$ cat src/rtl/cosim_list_msg_encoder_if.sv
// Byte-stream input and message output channel for cosim_list_msg_encoder.
// The slave modport is the encoder side; master is the producer/endpoint side.
interface cosim_list_msg_encoder_if #(
  parameter int MAX_BYTES = 3
);
  localparam int DATA_WORDS = (MAX_BYTES + 7) / 8;
  localparam int MSG_BITS   = 128 + 64 * DATA_WORDS;

  logic                in_valid;
  logic                in_ready;
  logic [7:0]          in_data;
  logic                in_last;
  logic                msg_valid;
  logic                msg_ready;
  logic [MSG_BITS-1:0] msg_data;

  modport slave  (input  in_valid, in_data, in_last, msg_ready,
                  output in_ready, msg_valid, msg_data);
  modport master (output in_valid, in_data, in_last, msg_ready,
                  input  in_ready, msg_valid, msg_data);
endinterface

$ cat src/rtl/cosim_list_msg_encoder.sv
// Frames a byte stream into one Cap'n Proto message (root ptr, list-of-bytes ptr, payload).
// Define ESI_LIST_ENCODER_STATS_EN to build the msg_count handshake counter.
module cosim_list_msg_lane (
  input  logic       clk,
  input  logic       rst,
  input  logic       clr,
  input  logic       we,
  input  logic [7:0] d,
  output logic [7:0] q
);
  always_ff @(posedge clk) begin
    if (rst || clr) q <= 8'h00;
    else if (we)    q <= d;
  end
endmodule

module cosim_list_msg_encoder #(
  parameter int MAX_BYTES = 3
) (
  input  logic                        clk,
  input  logic                        rst,
  cosim_list_msg_encoder_if.slave     bus,
  output logic                        overflow,
  output logic [31:0]                 msg_count
);
  localparam int DATA_WORDS = (MAX_BYTES + 7) / 8;
  localparam int MSG_BITS   = 128 + 64 * DATA_WORDS;
  localparam int LANES      = 8 * DATA_WORDS;
  localparam int CW         = $clog2(MAX_BYTES + 1);
  localparam logic [CW-1:0] MAXC = CW'(MAX_BYTES);

  localparam logic [0:0] FILL = 1'b0;
  localparam logic [0:0] SEND = 1'b1;

  logic [0:0]               state;
  logic [CW-1:0]            count;
  logic                     accept;
  logic                     done;
  logic [LANES-1:0][7:0]    lane_q;
  logic [LANES-1:0]         lane_we;
  logic [63:0]              list_ptr;
  logic [MSG_BITS-1:0]      msg;

  assign accept = bus.in_valid && bus.in_ready;
  assign done   = (state == SEND) && bus.msg_ready;

  assign bus.in_ready  = !rst && (state == FILL);
  assign bus.msg_valid = (state == SEND);

  // Lanes beyond MAX_BYTES exist only to pad the last word; they never get written.
  genvar i;
  generate
    for (i = 0; i < LANES; i++) begin : g_lane
      if (i < MAX_BYTES) begin : g_used
        assign lane_we[i] = accept && (count == CW'(i));
        cosim_list_msg_lane u_lane (
          .clk (clk),
          .rst (rst),
          .clr (done),
          .we  (lane_we[i]),
          .d   (bus.in_data),
          .q   (lane_q[i])
        );
      end else begin : g_pad
        assign lane_we[i] = 1'b0;
        assign lane_q[i]  = 8'h00;
      end
    end
  endgenerate

  assign list_ptr = {29'(count), 3'd2, 30'd0, 2'b01};
  assign msg      = {lane_q, list_ptr, 64'h0001_0000_0000_0000};
  // Only expose the frame while offered so msg_data reads 0 outside SEND.
  assign bus.msg_data = (state == SEND) ? msg : '0;

  always_ff @(posedge clk) begin
    if (rst) begin
      state    <= FILL;
      count    <= '0;
      overflow <= 1'b0;
    end else if (state == FILL) begin
      if (accept) begin
        if (count < MAXC) count <= count + 1'b1;
        else              overflow <= 1'b1;
        if (bus.in_last)  state <= SEND;
      end
    end else if (done) begin
      state <= FILL;
      count <= '0;
    end
  end

`ifdef ESI_LIST_ENCODER_STATS_EN
  always_ff @(posedge clk) begin
    if (rst)       msg_count <= 32'h0;
    else if (done) msg_count <= msg_count + 32'h1;
  end
`else
  assign msg_count = 32'h0;
`endif
endmodule

$ cat src/flat_wrapper.sv
// flat-port wrapper written by rule: the top's interface ports become plain ports
module cosim_list_msg_encoder_flat 
#(
  parameter int MAX_BYTES = 3
)
  (clk, rst, overflow, msg_count, bus_in_valid, bus_in_data, bus_in_last, bus_msg_ready, bus_in_ready, bus_msg_valid, bus_msg_data);
  cosim_list_msg_encoder_if #(.MAX_BYTES(MAX_BYTES)) bus_i ();
  input  logic clk;
  input  logic rst;
  output logic overflow;
  output logic [31:0] msg_count;
  input wire logic [$bits(bus_i.in_valid)-1:0] bus_in_valid;
  input wire logic [$bits(bus_i.in_data)-1:0] bus_in_data;
  input wire logic [$bits(bus_i.in_last)-1:0] bus_in_last;
  input wire logic [$bits(bus_i.msg_ready)-1:0] bus_msg_ready;
  output wire logic [$bits(bus_i.in_ready)-1:0] bus_in_ready;
  output wire logic [$bits(bus_i.msg_valid)-1:0] bus_msg_valid;
  output wire logic [$bits(bus_i.msg_data)-1:0] bus_msg_data;
  assign bus_i.in_valid = bus_in_valid;
  assign bus_i.in_data = bus_in_data;
  assign bus_i.in_last = bus_in_last;
  assign bus_i.msg_ready = bus_msg_ready;
  assign bus_in_ready = bus_i.in_ready;
  assign bus_msg_valid = bus_i.msg_valid;
  assign bus_msg_data = bus_i.msg_data;
  cosim_list_msg_encoder #(.MAX_BYTES(MAX_BYTES)) u_core (.clk(clk), .rst(rst), .bus(bus_i), .overflow(overflow), .msg_count(msg_count));
endmodule
$ cat config.mk
export PLATFORM = sky130hd
export DESIGN_NAME = cosim_list_msg_encoder_flat
export DESIGN_NICKNAME = d
export VERILOG_FILES = /design/src/rtl/cosim_list_msg_encoder_if.sv /design/src/rtl/cosim_list_msg_encoder.sv /design/src/flat_wrapper.sv
export SDC_FILE = /design/constraint.sdc
export NUM_CORES = 1
export LEC_CHECK = 0
export BUFFER_PORTS_ARGS = -buffer_cell sky130_fd_sc_hd__buf_4
export CAP_MARGIN = 20
export CORE_AREA = 2 2 92 94
export CTS_CLUSTER_SIZE = 16
export DETAILED_ROUTE_END_ITERATION = 16
export DIE_AREA = 0 0 94 96
export PLACE_DENSITY = 0.82
export SETUP_SLACK_MARGIN = 0.02
export SLEW_MARGIN = 20
export SYNTH_ARGS = -nofsm -noshare
export SYNTH_HDL_FRONTEND = slang
export SYNTH_SLANG_ARGS = --single-unit
$ cat constraint.sdc
create_clock -name clk -period 3 [get_ports clk]
set_clock_uncertainty 0.1 [all_clocks]
set_input_delay 0.6 -clock clk [delete_from_list [all_inputs] [get_ports clk]]
set_output_delay 0.6 -clock clk [all_outputs]
set_load 0.03 [all_outputs]
-- Word level (Yosys, flattened, before mapping)
Index checks and enable logic that the tools add are counted.
- mux-type cells: 9
- bitwise logic cells: 2
- equal/unequal tests: 3
- reductions and logical operators: 13
- $add $sub $neg: 1
- shifts and indexed selects: 0
- multipliers: 0
- magnitude comparators: 1
- div/mod/pow operators: 0
- operators with widths (cell ; count):
    $mux 152 ; 1
    $mux 2 ; 4
    $logic_and 1x1->1 ; 6
    $reduce_and 3->1 ; 2
    $mux 1 ; 4
    $reduce_bool 2->1 ; 2
    $add 2x1->2 const B ; 1
    $eq 2x1->1 const B ; 1
    $eq 2x2->1 const B ; 1
    $logic_not 2->1 ; 1
    $lt 2x2->1 const B ; 1
    $ne 2x2->1 const B ; 1
    $not 1->1 ; 2
    $logic_not 1->1 ; 1
    $logic_or 1x1->1 ; 1
- output and inout bits: 227
- memory bits (read-only): 0
- logic and storage cells: 35
- bits in latches: 0
- memories kept: 0
- RAM bits: 0
- input bits: 13
- flip-flop bits (word level): 28

-- Longest topological paths before layout
Gate-level depths: netlist of run 1.
- depth in word-level cells: 5
- depth in mapped cells: 6
- gate-level depth less buffers: 5

-- Cells and area by module
A second synthesis of run 1 with hierarchy kept.
- cells, all modules: 338
- area, all modules: 2821.5 sq um
- modules (own cells, without submodules) (module ; cells an instance ; instances ; area an instance (sq um) ; sequential area each (sq um)):
    cosim_list_msg_encoder ; 257 ; 1 ; 1935.6 ; 80.1
    cosim_list_msg_lane ; 27 ; 3 ; 295.3 ; 160.2

-- Worst setup path before layout of run 1
Ideal clock, no wire load.
- kind: register to output
- from: reg u_core.state, in the netlist u_core.bus.msg_valid
- to: out bus_msg_data[128]
- stages on the path, launching flop included: 4
- path buffers: 2
- data arrival time: 1.438 ns
- setup slack: 0.862 ns
- required time: 2.300 ns
- path through: dfxtp_1 -> buf_2 -> clkbuf_1 -> and2_1
- longest elaborated chain between the ends: 1
- RTL lines (element ; RTL line ; RTL):
    start, declared ; cosim_list_msg_encoder.sv:35 ; logic [0:0] state;
    start signal, assigned ; cosim_list_msg_encoder.sv:78 ; state <= FILL;
    start signal, assigned ; cosim_list_msg_encoder.sv:85 ; if (bus.in_last) state <= SEND;
    start signal, assigned ; cosim_list_msg_encoder.sv:88 ; state <= FILL;
    $mux 152 ; cosim_list_msg_encoder.sv:74 ; assign bus.msg_data = (state == SEND) ? msg : '0;
    end, declared ; flat_wrapper.sv:18 ; output wire logic [$bits(bus_i.msg_data)-1:0] bus_msg_data;
No other way between the ends.

-- Worst setup path in the final report of run 1
- from: reg u_core.state, in the netlist u_core.bus.msg_valid
- to: out bus_msg_data[136]
Same word-level chain as after synthesis.

==> impl_metrics.json, run 1 <==
{
  "critPathKind": "reg2out",
  "io_buffer_count": 44,
  "drv_slew": 0,
  "yosysSeqAreaShare": 0.202,
  "mostFrequentLayoutCells": "conb_1, buf_4, nand2_1",
  "vias": 1576,
  "clock_latency_ns": 0.27,
  "leakagePower_nw": 1.36,
  "ys_types": 24,
  "timing.hold.ws_ns": 0.347,
  "viasPerCell": 3.21,
  "vdd_drop_max_uv": 157,
  "post-route-util": 0.307,
  "antenna_found_initial": 0,
  "ys_ff_latch": 28,
  "wire_per_inst_um": 8.47,
  "worstPathArrival_ns": 1.63,
  "p_per_area_mw_per_mm2": 414,
  "first_pass_iters": 4,
  "required_ns": 2.30,
  "finalCritPeriodShare": 0.778,
  "tritoncts": "built",
  "setup_violations": 0,
  "hpwl_mm": 3.57,
  "final_layout_size_suffix_gt1_frac": 0.132,
  "syn2layout_area_growth_pct": -11.1,
  "cts_resized": 0,
  "crit_fanout": 23,
  "syn_inst": 351,
  "clock_sinks": 28,
  "hold_viol_final": 0,
  "cap_violations": 0,
  "finalPower_mw": 1.02,
  "path_clk_slew_ns": 0.09,
  "grt_pass1_vias": 1138,
  "pin_count": 240,
  "relSlewSlack": 0.576,
  "drtIter0Drc": 36,
  "num_rows": 33,
  "grt_use_total": 0.0794,
  "die_w_um": 94,
  "grt_first_pass_wirelength_mm": 5.44,
  "cts.path.max_buffers": 2,
  "drc_errors": 0,
  "synth_area_per_cell_um2": 7.91,
  "ant_nets": 0,
  "fillCellCount": 876,
  "max_slew.worst_pin.slew_ns": 0.635,
  "end_kind": "primary output",
  "status": "completed",
  "final_common_cell": "conb_1",
  "syn_area_mm2": 0.00278,
  "ctsRootBufferMaster": "clkbuf_8",
  "final.min_clock_period_ns": 2.33,
  "grt-ovfl-total": 0,
  "cts-htree-levels": 1,
  "fmax_ghz": 0.429,
  "die_height_um": 96,
  "start_kind": "register",
  "numCtsBuffers": 3,
  "fin_setup_tns_ns": 0,
  "place.gp.congestion": 0.752,
  "die-area_mm2": 0.00902,
  "hold_buffers": 0,
  "yosys_warnings": 0,
  "antennaDiodeCount": 0,
  "layout.nets": 405,
  "hp-class": "reg2reg",
  "post_cts_buffers": 0,
  "rsz0062_at_grt": "no",
  "wl_mm": 4.16,
  "coreArea_mm2": 0.00805,
  "initial_core_util": 0.345,
  "grt_max_degree": 24
}
## state kept, by name, indices dropped and copies added, names as in the netlist
name	cells
u_core.count	2
u_core.g_lane.g_used.u_lane.q	24
u_core.bus.msg_valid	1
u_core.overflow	1
## power by group
group	internal, mW	total (mW)	switching (mW)
Combinational	0.0419	0.422	0.380
Clock	0.0901	0.199	0.109
Sequential	0.388	0.401	0.0131
Total	0.520	1.02	0.502
## cell type report
cell class                 count  area [um2]  share of cell area
clock buffer                   3        41.3              0.0167
multi-input combinational    307        1390               0.562
tap                          105         131              0.0532
sequential                    28         561               0.227
timing repair buffer          45         338               0.137
inverter                       3        11.3             0.00456
## worst max-delay path: stages (launching register included)
cell and delay [ns]:
dfxtp_1 0.73, buf_4 0.31, and2_1 0.15, buf_4 0.16
## cells in the mapped netlist
library cell  number  share of area
dfxtp_1           28           0.20
mux2i_1            8          0.029
and4bb_2           2         0.0090
nor3_1             1         0.0018
nand2b_1           1         0.0023
and2_1            24          0.054
o21ai_1            2         0.0036
conb_1             1         0.0014
ha_1               4          0.018
buf_4            200           0.54
inv_1              3         0.0041
nor2b_1            2         0.0045
a21oi_1            4         0.0072
a21o_1             1         0.0027
a32o_1             1         0.0036
clkbuf_1           2         0.0027
a21oi_4            1         0.0059
and4bb_1           1         0.0045
buf_2              3         0.0054
buf_6              2         0.0081
o21ai_0           14          0.025
nand2_1           33          0.045
nor2_1            12          0.016
o211a_1            1         0.0036
## per-layer routing
metal	part of all wire	global-route usage
met2	0.49	0.142
met1	0.35	0.0793
met3	0.14	0.0282
met4	0.020	0.0471
met5	0	0
## metrics by stage
step | area (um2) | cells | setup slack [ns]
finish | 2470 | 491 | 0.667
CTS | 2470 | 491 | 0.619
floorplan | 3500 | 545 | 0.862
detailed placement | 2430 | 488 | 0.935
global placement | 2430 | 488 | 0.980
global route | 2470 | 491 | 0.509
## path summary, 6_finish.rpt
kind | startpoint | end | slack, ns | cells past startpoint
worst max-delay path | u_core.bus.msg_valid | bus_msg_data[136] | 0.67 | 3
worst min register to register | u_core.g_lane[2].g_used.u_lane.q[6] | u_core.g_lane[2].g_used.u_lane.q[6] | 0.35 | 2
worst max register to register | u_core.bus.msg_valid | u_core.g_lane[1].g_used.u_lane.q[6] | 1.13 | 4
worst min-delay path | u_core.g_lane[2].g_used.u_lane.q[6] | u_core.g_lane[2].g_used.u_lane.q[6] | 0.35 | 2
## logic make-up (layout without fill, tap and decap cells)
logic type / count (synthesis) / after routing / share of synthesized area
multiplexers: 8 / 8 / 0.0288
AO/OA/AOI/OAI: 24 / 24 / 0.0518
other: 1 / 195 / 0.00135
AND/OR/NAND/NOR: 76 / 76 / 0.137
adder cells (fa/ha/maj): 4 / 4 / 0.0180
flip-flops: 28 / 28 / 0.202
buffers and inverters: 210 / 51 / 0.561
Note: power is estimated with default switching activity, not from simulation.
==> run 2, diff against run 1 <==
--- a/config.mk
+++ b/config.mk
@@ -5,13 +5,14 @@
 export SDC_FILE = /design/constraint.sdc
 export NUM_CORES = 1
 export LEC_CHECK = 0
+export ABC_AREA = 1
 export BUFFER_PORTS_ARGS = -buffer_cell sky130_fd_sc_hd__buf_4
 export CAP_MARGIN = 20
 export CORE_AREA = 2 2 92 94
 export CTS_CLUSTER_SIZE = 16
 export DETAILED_ROUTE_END_ITERATION = 16
 export DIE_AREA = 0 0 94 96
-export PLACE_DENSITY = 0.82
+export PLACE_DENSITY = 0.85
 export SETUP_SLACK_MARGIN = 0.02
 export SLEW_MARGIN = 20
 export SYNTH_ARGS = -nofsm -noshare
==> constraint.sdc (replaced) <==
create_clock -name clk -period 2.2 [get_ports clk]
set_clock_uncertainty 0.1 [all_clocks]
set_input_delay 0.44 -clock clk [delete_from_list [all_inputs] [get_ports clk]]
set_output_delay 0.44 -clock clk [all_outputs]
set_load 0.03 [all_outputs]
==> run 2 against run 1 <==
  * Global-route usage is 0.96 points higher
  * Total power is 38% higher
  * Cell area is 8.4% higher
  * Area after synthesis is 6.9% higher
  * Sequential power is 36% higher
  * Critical path depth stayed put
  * Register-to-register slack worse by 0.37 ns
  * Critical endpoint is now bus_in_ready
  * Largest power group unchanged
==> impl_metrics.json, run 2 <==
{
  "status": "completed",
  "required_ns": 1.66,
  "fillCellCount": 873,
  "fin_ws_ns": 0.415,
  "ys_ff_latch": 28,
  "cap_violations": 0,
  "grt-ovfl-total": 0,
  "cts.path.max_buffers": 2,
  "ant_nets": 0,
  "ys_types": 16,
  "top_regs": "u_core.g_lane.g_used.u_lane.q: 24 flops, u_core.count: 2 flops",
  "synth_common_cells": "buf_4, nand2_1, inv_1, nor2_1, dfxtp_1",
  "worstPathArrival_ns": 1.24,
  "reg2reg_slack_ns": 0.76,
  "fin_setup_tns_ns": 0,
  "synth_top_family_by_area": "buffers and inverters",
  "numCtsBuffers": 3,
  "place_inst": 575,
  "synth_compound_area_frac": 0.00801,
  "leakagePower_nw": 1.82,
  "synth_simple_gate_area_frac": 0.194,
  "die-area_mm2": 0.00902,
  "mostFrequentLayoutCells": "conb_1, nand2_1, inv_1",
  "dr.max_layer_used": "met4",
  "synth_fa_ha_area_frac": 0.0169,
  "p_per_area_mw_per_mm2": 526,
  "tritoncts": "built",
  "num_rows": 33,
  "start_kind": "register",
  "vias": 1842,
  "grt_max_degree": 27,
  "reg2reg_from": "u_core.bus.msg_valid",
  "synth_area_leaders": "buf_4, dfxtp_1, nand2_1",
  "wl_mm": 4.44,
  "finalCritPeriodShare": 0.811,
  "ctsRootBufferMaster": "clkbuf_8",
  "antennaDiodeCount": 0,
  "hold_viol_final": 0,
  "synth_xor_area_frac": 0,
  "path_clk_slew_ns": 0.09,
  "clock_sinks": 28,
  "drc_errors": 0,
  "hp-class": "in2reg",
  "final_layout_size_suffix_gt1_frac": 0.125,
  "first_pass_iters": 4,
  "min_to": "u_core.overflow",
  "cts-htree-levels": 1,
  "grt_use_total": 0.0890,
  "viasPerCell": 3.19,
  "antenna_found_initial": 0,
  "clock_latency_ns": 0.26,
  "layoutNonFillerInstCount": 578,
  "io_buffer_count": 44,
  "grt_first_pass_wirelength_mm": 6.40,
  "synth_top_cell_by_area": "buf_4",
  "die_w_um": 94,
  "yosysSeqAreaShare": 0.189,
  "end_kind": "primary output",
  "syn2layout_area_growth_pct": -9.82,
  "wl_met3_um": 473,
  "wire_per_inst_um": 7.68,
  "synth_flop_cell": "dfxtp_1",
  "hold_buffers": 0,
  "coreArea_mm2": 0.00805,
  "wl_met1_mm": 1.66,
  "cts_resized": 0,
  "hpwl_mm": 3.68,
  "post_cts_buffers": 0,
  "r2r_end": "u_core.g_lane[1].g_used.u_lane.q[3]",
  "setup_violations": 0,
  "top_register": "u_core.g_lane.g_used.u_lane.q",
  "place.gp.congestion": 0.795,
  "finalPower_mw": 1.41,
  "final_common_cell": "conb_1",
  "synth_top_area_share": 0.501,
  "fmax_ghz": 0.560,
  "synth_most_common_cell": "buf_4",
  "synth_area_per_cell_um2": 6.82,
  "hp-start": "rst",
  "syn_inst": 435,
  "layout.nets": 492,
  "final.min_clock_period_ns": 1.78,
  "die_height_um": 96,
  "post-route-util": 0.332,
  "yosys_warnings": 0,
  "min_path_cells": 2,
  "rsz0062_at_grt": "no",
  "vdd_drop_max_uv": 285,
  "largest_register_ffs": 24,
  "pin_count": 240,
  "initial_core_util": 0.369,
  "critPathKind": "reg2out",
  "synthMuxAreaShare": 0,
  "dp_slack_ns": 0.638,
  "drtIter0Drc": 51,
  "synth_edf_count": 0,
  "syn_area_mm2": 0.00297,
  "rr_worst_depth": 6,
  "met2_length_mm": 2.29,
  "grt_pass1_vias": 1310,
  "ys_async_sr_fraction": 0,
  "crit_fanout": 13,
  "drv_slew": 0
}
[run 2: cell types whose count changed in the layout (fill, tap and decap cells not counted), moves of 4 or more]
| cell | change |
|---|---|
| inv_1 | +53 |
| nand2_1 | +40 |
| nor2_1 | +39 |
| and2_1 | -24 |
| o21ai_0 | -14 |
| mux2i_1 | -8 |
| nand2_2 | +4 |
| nand3_1 | +4 |
[run 2: per-stage QoR]
step                      cell area [um2]  hold WS, ns
after CTS                            2680        0.266
after global routing                 2680        0.283
after detailed placement             2640        0.342
after global placement               2640        0.349
final                                2680        0.276
after floorplan                      3700        0.389
[run 2: layer usage]
layer | vias up | global-route usage
met5 | - | 0
met4 | 0 | 0.0145
met3 | 2 | 0.0164
met2 | 133 | 0.161
met1 | 771 | 0.112
li1 | 936 | -
[run 2: kinds of logic after synthesis]
logic type	count (synthesis)
AND/OR/NAND/NOR	136
flip-flops	28
other	1
buffers and inverters	262
adder cells (fa/ha/maj)	4
AO/OA/AOI/OAI	4
[run 2: area by class of cell]
type                            instances  area (um2)  share of cell area
Sequential cell                        28         561               0.209
Inverter                               56         210              0.0785
Multi-Input combinational cell        339        1380               0.516
Clock buffer                            3        41.3              0.0154
Tap cell                              105         131              0.0491
Timing Repair Buffer                   47         353               0.132
[run 2: worst max-delay path, stage by stage (launching register included)]
cell	delay, ns
dfxtp_1	0.32
buf_4	0.18
nor2_4	0.26
buf_4	0.22
[run 2: how the worst max path moves through the flow]
| stage | start | endpoint | slack, ns | cells after the start |
|---|---|---|---|---|
| after floorplan | u_core.bus.msg_valid | bus_msg_data[99] | 0.32 | 4 |
| after global placement | rst | bus_in_ready | 0.65 | 3 |
| after detailed placement | rst | bus_in_ready | 0.64 | 3 |
| after CTS | u_core.bus.msg_valid | bus_in_ready | 0.40 | 3 |
| after global routing | u_core.bus.msg_valid | bus_in_ready | 0.34 | 3 |
| final | u_core.bus.msg_valid | bus_in_ready | 0.42 | 3 |
[run 2: report_power, final]
| part | leakage (nW) | switching, mW | internal (mW) |
|---|---|---|---|
| Combinational | 1.57 | 0.535 | 0.0572 |
| Sequential | 0.228 | 0.0137 | 0.531 |
| Clock | 0.0216 | 0.148 | 0.123 |
==> run 3, diff against run 2 <==
==> constraint.sdc (replaced) <==
create_clock -name clk -period 1.85 [get_ports clk]
set_clock_uncertainty 0.1 [all_clocks]
set_input_delay 0.37 -clock clk [delete_from_list [all_inputs] [get_ports clk]]
set_output_delay 0.37 -clock clk [all_outputs]
set_load 0.03 [all_outputs]
==> run 3 against run 2 <==
  * Via count rose by 0.33%
  * Clock power rose by 38%
  * Utilization rose by 0.34 points
  * Critical path type unchanged
  * Worst hold slack got worse by 0.076 ns
  * First-iteration DRC count rose by 5.9%
  * Wire length rose by 1.2%
  * Total power rose by 23%
  * Sequential share of layout area fell by 0.17 points
  * Setup slack got worse by 0.20 ns
==> impl_metrics.json, run 3 (synthesis results as in run 2) <==
{
  "layout.nets": 492,
  "num_rows": 33,
  "mostFrequentLayoutCells": "conb_1, nand2_1, inv_1",
  "grt_first_pass_wirelength_mm": 6.35,
  "top_register": "u_core.g_lane.g_used.u_lane.q",
  "top_usage_layer": "met2",
  "required_ns": 1.38,
  "crit_fanout": 22,
  "status": "completed",
  "grt-ovfl-total": 0,
  "critPathKind": "reg2out",
  "clock_sinks": 28,
  "first_pass_iters": 4,
  "hold_buffers": 0,
  "use_met1": 0.103,
  "grt_pass1_vias": 1348,
  "die_w_um": 94,
  "fin_ws_ns": 0.211,
  "place_inst": 575,
  "worstPathArrival_ns": 1.17,
  "finalPower_mw": 1.73,
  "setup_violations": 0,
  "die-area_mm2": 0.00902,
  "hold_viol_final": 0,
  "cts.path.max_buffers": 2,
  "wl_mm": 4.49,
  "syn2layout_area_growth_pct": -8.90,
  "tritoncts": "built",
  "hp-class": "in2reg",
  "path_clk_slew_ns": 0.09,
  "viasPerCell": 3.19,
  "final.min_clock_period_ns": 1.64,
  "vdd_drop_max_uv": 261,
  "clock_latency_ns": 0.26,
  "numCtsBuffers": 3,
  "finalCritPeriodShare": 0.886,
  "final_common_cell": "conb_1",
  "layoutNonFillerInstCount": 579,
  "cap_violations": 0,
  "antennaDiodeCount": 0,
  "io_buffer_count": 44,
  "grt_use_total": 0.0889,
  "drv_slew": 0,
  "post_dp_cell_area_mm2": 0.00265,
  "grtUsageMet3": 0.0157,
  "coreArea_mm2": 0.00805,
  "top_regs": "u_core.g_lane.g_used.u_lane.q: 24 flops, u_core.count: 2 flops",
  "wire_per_inst_um": 7.76,
  "end_kind": "primary output",
  "final_layout_size_suffix_gt1_frac": 0.129,
  "p_per_area_mw_per_mm2": 639,
  "initial_core_util": 0.369,
  "rsz0062_at_grt": "no",
  "fin_setup_tns_ns": 0,
  "drtIter0Drc": 54,
  "leakagePower_nw": 1.83,
  "ctsRootBufferMaster": "clkbuf_8",
  "vias": 1848,
  "hpwl_mm": 3.76,
  "pin_count": 240,
  "grt_max_degree": 27,
  "use_met2": 0.169,
  "start_kind": "register",
  "ant_nets": 0,
  "drc_errors": 0,
  "final_area_mm2": 0.00270,
  "antenna_found_initial": 0,
  "cts-htree-levels": 1,
  "dp_slack_ns": 0.378,
  "die_height_um": 96,
  "place.gp.congestion": 0.768,
  "largest_register_ffs": 24,
  "fmax_ghz": 0.610
}
## run 3: cell types whose count changed in the layout (fill, tap and decap cells not counted), sizes merged
| cell | change |
|---|---|
| clkbuf | +1 |
## run 3: area by class of cell
type                    count  area [um2]
flip-flops and latches     28         562
clock buffers               4        55.1
repair buffers             47         365
well taps                 105         131
multi-input cells         339        1380
inverters                  56         210
fillers                   879        5350
## run 3: final timing paths
| kind | from | end | slack, ns | cells after the start |
|---|---|---|---|---|
| max | u_core.bus.msg_valid | bus_msg_data[149] | 0.21 | 4 |
| min | rst | u_core.bus.msg_valid | 0.20 | 2 |
| max reg2reg | u_core.bus.msg_valid | u_core.g_lane[1].g_used.u_lane.q[7] | 0.52 | 5 |
| min reg2reg | u_core.overflow | u_core.overflow | 0.36 | 2 |
## run 3: through the flow
stage                      util  hold slack [ns]
after global routing      0.336            0.186
after floorplan               -            0.339
after detailed placement  0.329            0.353
after global placement    0.329            0.351
after CTS                 0.336            0.198
final                     0.336            0.199
## run 3: metal layers
layer  vias to the layer above  wire [um]  share of wire
met5                         -          0              0
met4                         0         21         0.0047
met3                         2        418          0.093
met2                       126       2360           0.53
met1                       777       1690           0.38
li1                        943          -              -
## run 3: worst max-delay path: stages, from the launching register on
cell	delay, ns
dfxtp_2	0.44
buf_12	0.18
nand2_1	0.07
inv_1	0.06
buf_4	0.15
## run 3: timing repair
item / 4_1_cts / 5_1_grt
setup buffers: 0 / 0
resized for setup: 0 / 1
endpoints found under the setup margin: 0 / 23
## run 3: power breakdown
part           switching [mW]  leakage, nW  internal, mW  total (mW)
Sequential             0.0194        0.228         0.632       0.651
Clock                   0.183       0.0288         0.190       0.373
Combinational           0.635         1.58        0.0700       0.705
Total                   0.837         1.83         0.892        1.73
